<file path="src/rtl/ptb_capture.sv">
// ptb_capture: turns a trigger into one event of N consecutive words read out of the
// pretrigger buffer, where N = max(pre_config, 3) + post_config + 1.
// Bit 0 of each written word marks the end of the event.
// Optional feature: define PTB_CAPTURE_DROP_CNT_EN to count triggers dropped for lack of
// downstream space; without it drop_cnt is tied to zero.
module ptb_capture #(
    parameter int unsigned P_DATA_WIDTH      = 22,
    parameter int unsigned P_PRE_CONF_WIDTH  = 5,
    parameter int unsigned P_POST_CONF_WIDTH = 12,
    parameter int unsigned P_LTC_WIDTH       = 48
) (
    input  logic                         clk,
    input  logic                         rst,
    input  logic                         ptb_rdy,
    input  logic [P_DATA_WIDTH-1:0]      ptb_in,
    input  logic                         trig,
    input  logic                         trig_en,
    input  logic [P_LTC_WIDTH-1:0]       ltc_in,
    input  logic [P_PRE_CONF_WIDTH-1:0]  pre_config,
    input  logic [P_POST_CONF_WIDTH-1:0] post_config,
    input  logic [15:0]                  fifo_space,
    output logic                         wr_en,
    output logic [P_DATA_WIDTH-1:0]      wr_data,
    output logic [P_LTC_WIDTH-1:0]       evt_ltc,
    output logic                         evt_ltc_valid,
    output logic                         busy,
    output logic [15:0]                  drop_cnt
);

    typedef enum logic [1:0] {
        StIdle,
        StArmed,
        StCapture
    } state_e;

    state_e                  state_q, state_d;
    logic                    wr_en_q, wr_en_d;
    logic [P_DATA_WIDTH-1:0] wr_data_q, wr_data_d;
    logic [P_LTC_WIDTH-1:0]  evt_ltc_q, evt_ltc_d;
    logic                    evt_ltc_valid_q, evt_ltc_valid_d;
    logic                    busy_q, busy_d;
    logic [16:0]             cnt_q, cnt_d;      // words already issued in this event
    logic [16:0]             len_q, len_d;      // event length latched at acceptance
    logic                    trunc_q, trunc_d;  // event cut short by ptb_rdy falling

    logic [16:0] pre_eff;
    logic [16:0] evt_len;
    logic        space_ok;
    logic        drop_inc;
    logic        last_word;

    // The sample LSB is always replaced by the end-of-event marker.
    logic unused_ptb_lsb;
    assign unused_ptb_lsb = ptb_in[0];

    // Event length from the live configuration; 17 bits hold the worst case.
    always_comb begin
        pre_eff  = (17'(pre_config) < 17'd3) ? 17'd3 : 17'(pre_config);
        evt_len  = pre_eff + 17'(post_config) + 17'd1;
        space_ok = {1'b0, fifo_space} >= evt_len;
    end

    // Next-state logic for the capture FSM and all registered outputs.
    always_comb begin
        state_d         = state_q;
        wr_en_d         = 1'b0;
        wr_data_d       = wr_data_q;
        evt_ltc_d       = evt_ltc_q;
        evt_ltc_valid_d = 1'b0;
        busy_d          = 1'b0;
        cnt_d           = cnt_q;
        len_d           = len_q;
        trunc_d         = trunc_q;
        drop_inc        = 1'b0;
        last_word       = 1'b0;

        unique case (state_q)
            StIdle: begin
                if (ptb_rdy && trig_en) begin
                    state_d = StArmed;
                end
            end
            StArmed: begin
                if (!ptb_rdy || !trig_en) begin
                    state_d = StIdle;
                end else if (trig) begin
                    if (space_ok) begin
                        // Accept: first word goes out on the next cycle. N >= 4, so it
                        // can never be the last one.
                        state_d         = StCapture;
                        len_d           = evt_len;
                        cnt_d           = 17'd1;
                        trunc_d         = 1'b0;
                        wr_en_d         = 1'b1;
                        busy_d          = 1'b1;
                        wr_data_d       = {ptb_in[P_DATA_WIDTH-1:1], 1'b0};
                        evt_ltc_d       = ltc_in;
                        evt_ltc_valid_d = 1'b1;
                    end else begin
                        drop_inc = 1'b1;
                    end
                end
            end
            StCapture: begin
                // The marker bit of the word on the output tells us it was the last.
                if (wr_data_q[0]) begin
                    if (!trunc_q && ptb_rdy && trig_en) begin
                        state_d = StArmed;
                    end else begin
                        state_d = StIdle;
                    end
                end else begin
                    cnt_d     = cnt_q + 17'd1;
                    last_word = (cnt_d == len_q) || !ptb_rdy;
                    trunc_d   = !ptb_rdy;
                    wr_en_d   = 1'b1;
                    busy_d    = 1'b1;
                    wr_data_d = {ptb_in[P_DATA_WIDTH-1:1], last_word};
                end
            end
            default: begin
                state_d = StIdle;
            end
        endcase
    end

    // State and output registers with synchronous reset.
    always_ff @(posedge clk) begin
        if (rst) begin
            state_q         <= StIdle;
            wr_en_q         <= 1'b0;
            wr_data_q       <= '0;
            evt_ltc_q       <= '0;
            evt_ltc_valid_q <= 1'b0;
            busy_q          <= 1'b0;
            cnt_q           <= '0;
            len_q           <= '0;
            trunc_q         <= 1'b0;
        end else begin
            state_q         <= state_d;
            wr_en_q         <= wr_en_d;
            wr_data_q       <= wr_data_d;
            evt_ltc_q       <= evt_ltc_d;
            evt_ltc_valid_q <= evt_ltc_valid_d;
            busy_q          <= busy_d;
            cnt_q           <= cnt_d;
            len_q           <= len_d;
            trunc_q         <= trunc_d;
        end
    end

`ifdef PTB_CAPTURE_DROP_CNT_EN
    logic [15:0] drop_cnt_q, drop_cnt_d;

    // Saturating count of triggers refused for lack of downstream space.
    always_comb begin
        drop_cnt_d = drop_cnt_q;
        if (drop_inc && (drop_cnt_q != 16'hFFFF)) begin
            drop_cnt_d = drop_cnt_q + 16'd1;
        end
    end

    // Drop counter register.
    always_ff @(posedge clk) begin
        if (rst) begin
            drop_cnt_q <= '0;
        end else begin
            drop_cnt_q <= drop_cnt_d;
        end
    end

    assign drop_cnt = drop_cnt_q;
`else
    logic unused_drop_inc;
    assign unused_drop_inc = drop_inc;
    assign drop_cnt        = '0;
`endif

    assign wr_en         = wr_en_q;
    assign wr_data       = wr_data_q;
    assign evt_ltc       = evt_ltc_q;
    assign evt_ltc_valid = evt_ltc_valid_q;
    assign busy          = busy_q;

endmodule

</file>
<file path="config.mk">
export PLATFORM = sky130hd
export DESIGN_NAME = ptb_capture
export DESIGN_NICKNAME = d
export VERILOG_FILES = /design/src/rtl/ptb_capture.sv
export SDC_FILE = /design/constraint.sdc
export NUM_CORES = 1
export LEC_CHECK = 0
export BUFFER_PORTS_ARGS = -buffer_cell sky130_fd_sc_hd__buf_2
export CORE_ASPECT_RATIO = 1.75
export CORE_MARGIN = 8
export CORE_UTILIZATION = 40
export CTS_BUF_LIST = sky130_fd_sc_hd__clkbuf_8
export DETAILED_ROUTE_END_ITERATION = 8
export GPL_ROUTABILITY_DRIVEN = 0
export PLACE_DENSITY = 0.75
export SLEW_MARGIN = 40
export SYNTH_ARGS = -nofsm -noshare
export SYNTH_HDL_FRONTEND = slang
export SYNTH_SLANG_ARGS = --single-unit
</file>
<file path="constraint.sdc">
create_clock -name clk -period 8.4 [get_ports clk]
set_clock_uncertainty 0.15 [all_clocks]
set_input_delay 1.68 -clock clk [delete_from_list [all_inputs] [get_ports clk]]
set_output_delay 1.68 -clock clk [all_outputs]
set_load 0.01 [all_outputs]
</file>
==> results.md <==
- Run status: finished clean
- Leading register cell type out of synthesis: sky130_fd_sc_hd__dfxtp_1
- Minimum clock period: 6.218 ns
- Initial antenna violation count: 2
- Total leakage power: 2.879 nW
- Row Count: 57
- Setup repair after global routing missed its margin: no
- Sum of met2 wire segment lengths after detailed routing: 8.468 mm
- Combined area of all synthesized cells: 5610 um2
- Layout cells sized above 1: 0.2463
- CTS tree: yes
- Slew at the pin closest to its max-slew limit: 0.7764 ns
- Number of enable flip-flop cells after synthesis: 0
- Mean area per synthesized cell: 7.771 um2
- Max Transition Viols Final: 0
- Clock Pin Slew Worst Setup and Hold Paths: 0.10 ns
- Combined area of the multi-input logic cells: 3169 um2
- Routed WL: 16.11 mm
- Total via count after detailed routing: 5548
- Count of routing violations after the opening detailed-route iteration: 212
- I/O pin count: 197
- Tightest slew margin relative to the limit: 0.4811
- Slowest CP cell: sky130_fd_sc_hd__a221oi_1
- Req. time, crit path: 8.50 ns
- Total of fill cells in the finished design: 1419
- Wire length per cell: 15.38 um
- Initial Utilization: 0.4055
- Top layer used by detailed routing: met5
- Combined global-route utilization of all metal layers: 0.1719
- Critical path startpoint category: primary input
- Total negative setup slack: 0 ns
- Final Hold Fails: 0
- Sequential area share after synthesis: 0.3747
- Final Cell Area: 6684 um2
- ANT nets after route: 0
- FFs w/ async S/R, synth: 0
- Max IR drop VDD: 80.18 uV
- Number of global-route vias before repair: 5429
- Placed Instance Area: 6497 um2
- Via density per instance: 5.299
- Total of cells resized after clock tree synthesis: 0
- Met3 WL post-DR: 987 um
- Core footprint: 13840 um2
- Final net count: 996
- Crit Path Max Fanout: 48
- Total power per unit cell area: 152.6 nW/um2
- CP Capture Type: flop
- Number of iterations in the first detailed-routing pass: 5
- Type of the setup path with the least slack: in -> reg
- Clk sinks: 105
- Series of cell instances along the critical path: buf_2 -> nor3_1 -> or2_2 -> ha_1 -> nor2b_1 -> o21ai_0 -> a21oi_1 -> o21a_1 -> o2111ai_1 -> xor2_1 -> ha_1 -> and4b_1 -> a221oi_1 -> o22ai_2 -> a31oi_4 -> buf_4 -> nand2_1 -> nand2_1 -> o21ai_0
- Maxcap violations: 0
- Die Y: 172.7 um
- First-pass GRT wire length: 26.01 mm
- Worst min path class: reg -> reg
- Pin count of the biggest net entering global routing: 94
- Post-CTS setup buffers: 0
- Number of unique standard cell types used by synthesis: 56
- FF+latch count, synth: 105
- Post-route fraction of the period consumed by the critical path: 0.7403
- Arrival @ worst endpoint: 6.32 ns
- Synth warn: 0
- DRC violations left: 0
- Number of standard cells after synthesis: 722
- Maximum clock path buffer count: 2
- Worst skew pair latency: 0.38 ns
- I/O Buffers: 179
- Synth-to-layout area growth: 19.13%
- Number of setup violations in the final report: 0
- M1 WL: 5.913 mm
- TritonCTS buffer count: 9
- Max incr delay on CP: 0.57 ns
- Chip Width: 105.5 um
- # hold bufs at CTS: 0
- Half-perimeter wire length after placement: 11.82 mm
- Timing-limited maximum frequency: 160.8 MHz
- Worst r2r path cells: 7
- Grt ovf: 0
- Storage element area: 2102 um2
- CTS Root Cell: sky130_fd_sc_hd__clkbuf_8
- Level count of the clock H-tree: 3
- Number of cells on the worst hold path: 2
- Total Die Area: 18220 um2
-- metrics by stage --
stage	utilization	total power, W	setup slack (ns)	std cells	hold WS, ns
final	0.4831	0.001020	2.182	1047	0.3047
after global routing	0.4831	0.001074	1.754	1047	0.3243
after CTS	0.4829	0.001035	2.149	1046	0.3091
after detailed placement	0.4696	0.0007257	1.738	1030	0.2929
after global placement	0.4687	0.0007210	1.692	1030	0.2883
after floorplan	-	0.0006587	3.020	737	0.2981
-- synth_stat cells (all sizes together), types with 5 or more instances --
master	instances	area, um2
nand2	143	539.3
a21oi	109	545.5
dfxtp	105	2102
clkbuf	35	131.4
o21ai	35	175.2
buf	34	229.0
nor2	32	122.6
a21o	24	180.2
ha	23	287.8
a22oi	22	165.2
inv	16	60.06
xor2	15	131.4
o31ai	12	90.09
xnor2	12	105.1
nand3	11	55.05
a211oi	10	80.07
a31oi	9	62.56
nor3	9	45.04
nor2b	7	43.79
nand2b	6	37.54
nand4	6	37.54
nor4	5	31.28
-- kinds of logic (layout without fill, tap and decap cells) --
family,Yosys count,after routing,synth area share
AOI/OAI and AO/OA,241,241,0.2620
xor gates and xnor gates,27,27,0.04215
adders and majority gates,24,24,0.05486
buffers and inverters,85,217,0.07493
DFF,105,105,0.3747
muxes,4,4,0.007582
other,1,17,0.0006684
and+or+nand+nor,235,235,0.1831
-- area by class of cell --
cell class / instances / share of cell area
flip-flops and latches: 105 / 0.3145
multi-input cells: 547 / 0.4742
diodes: 1 / 0.0003744
well taps: 177 / 0.03313
clock buffers: 9 / 0.01853
inverters: 16 / 0.008985
clock inverters: 7 / 0.008985
repair buffers: 185 / 0.1413
-- final timing paths --
kind	from	to	slack, ns
hold reg to reg	evt_ltc[7]	evt_ltc[7]	0.30
hold / removal	evt_ltc[7]	evt_ltc[7]	0.30
setup / recovery	pre_config[4]	cnt_q[14]	2.18
setup reg to reg	cnt_q[0]	wr_data[0]	5.63
-- routing by layer --
metal,GRT usage,vias to the layer above
li1,-,2775
met1,0.1686,2569
met4,0.09204,2
met5,0,-
met2,0.3171,154
met3,0.04542,48
-- worst max-delay path: cells and delay by family --
family	cells	cell delay, ns
fa+ha+maj	2	0.50
simple gates	6	1.46
buf+inv	2	0.55
compound gates	8	1.87
xor+xnor	1	0.24
-- layout by cell type, fill, tap and decap left out, drive strengths merged, types with 2 or more instances in the layout --
cell type,Yosys,final
nor2b,7,7
inv,16,21
or2,4,4
and4,2,2
nor3b,2,2
mux2i,2,2
o41ai,2,2
xnor2,12,12
and3,3,3
xor2,15,15
dfxtp,105,105
nor3,9,9
nor2,32,32
nand3,11,11
o31ai,12,12
a211oi,10,10
mux2,2,2
nand4,6,6
nand2b,6,6
nor4,5,5
conb,1,16
a21oi,109,109
clkbuf,35,9
nand2,143,143
a22oi,22,22
a41oi,2,2
o21ai,35,35
o22ai,2,2
a31oi,9,9
buf,34,185
a21o,24,24
ha,23,23
o21a,4,4
-- report_power, final --
| group | switching (W) | internal, W |
|---|---|---|
| sequential | 0.0000120 | 0.000514 |
| combinational | 0.000112 | 0.0000761 |
| clock | 0.000192 | 0.000114 |
| total | 0.000316 | 0.000704 |
-- registers in the layout, summed over array words and instances (netlist names) --
name           flops
busy               1
cnt_q             17
evt_ltc           48
evt_ltc_valid      1
len_q             13
state_q            2
trunc_q            1
wr_data           22
Note: power is estimated with default switching activity, not from simulation.
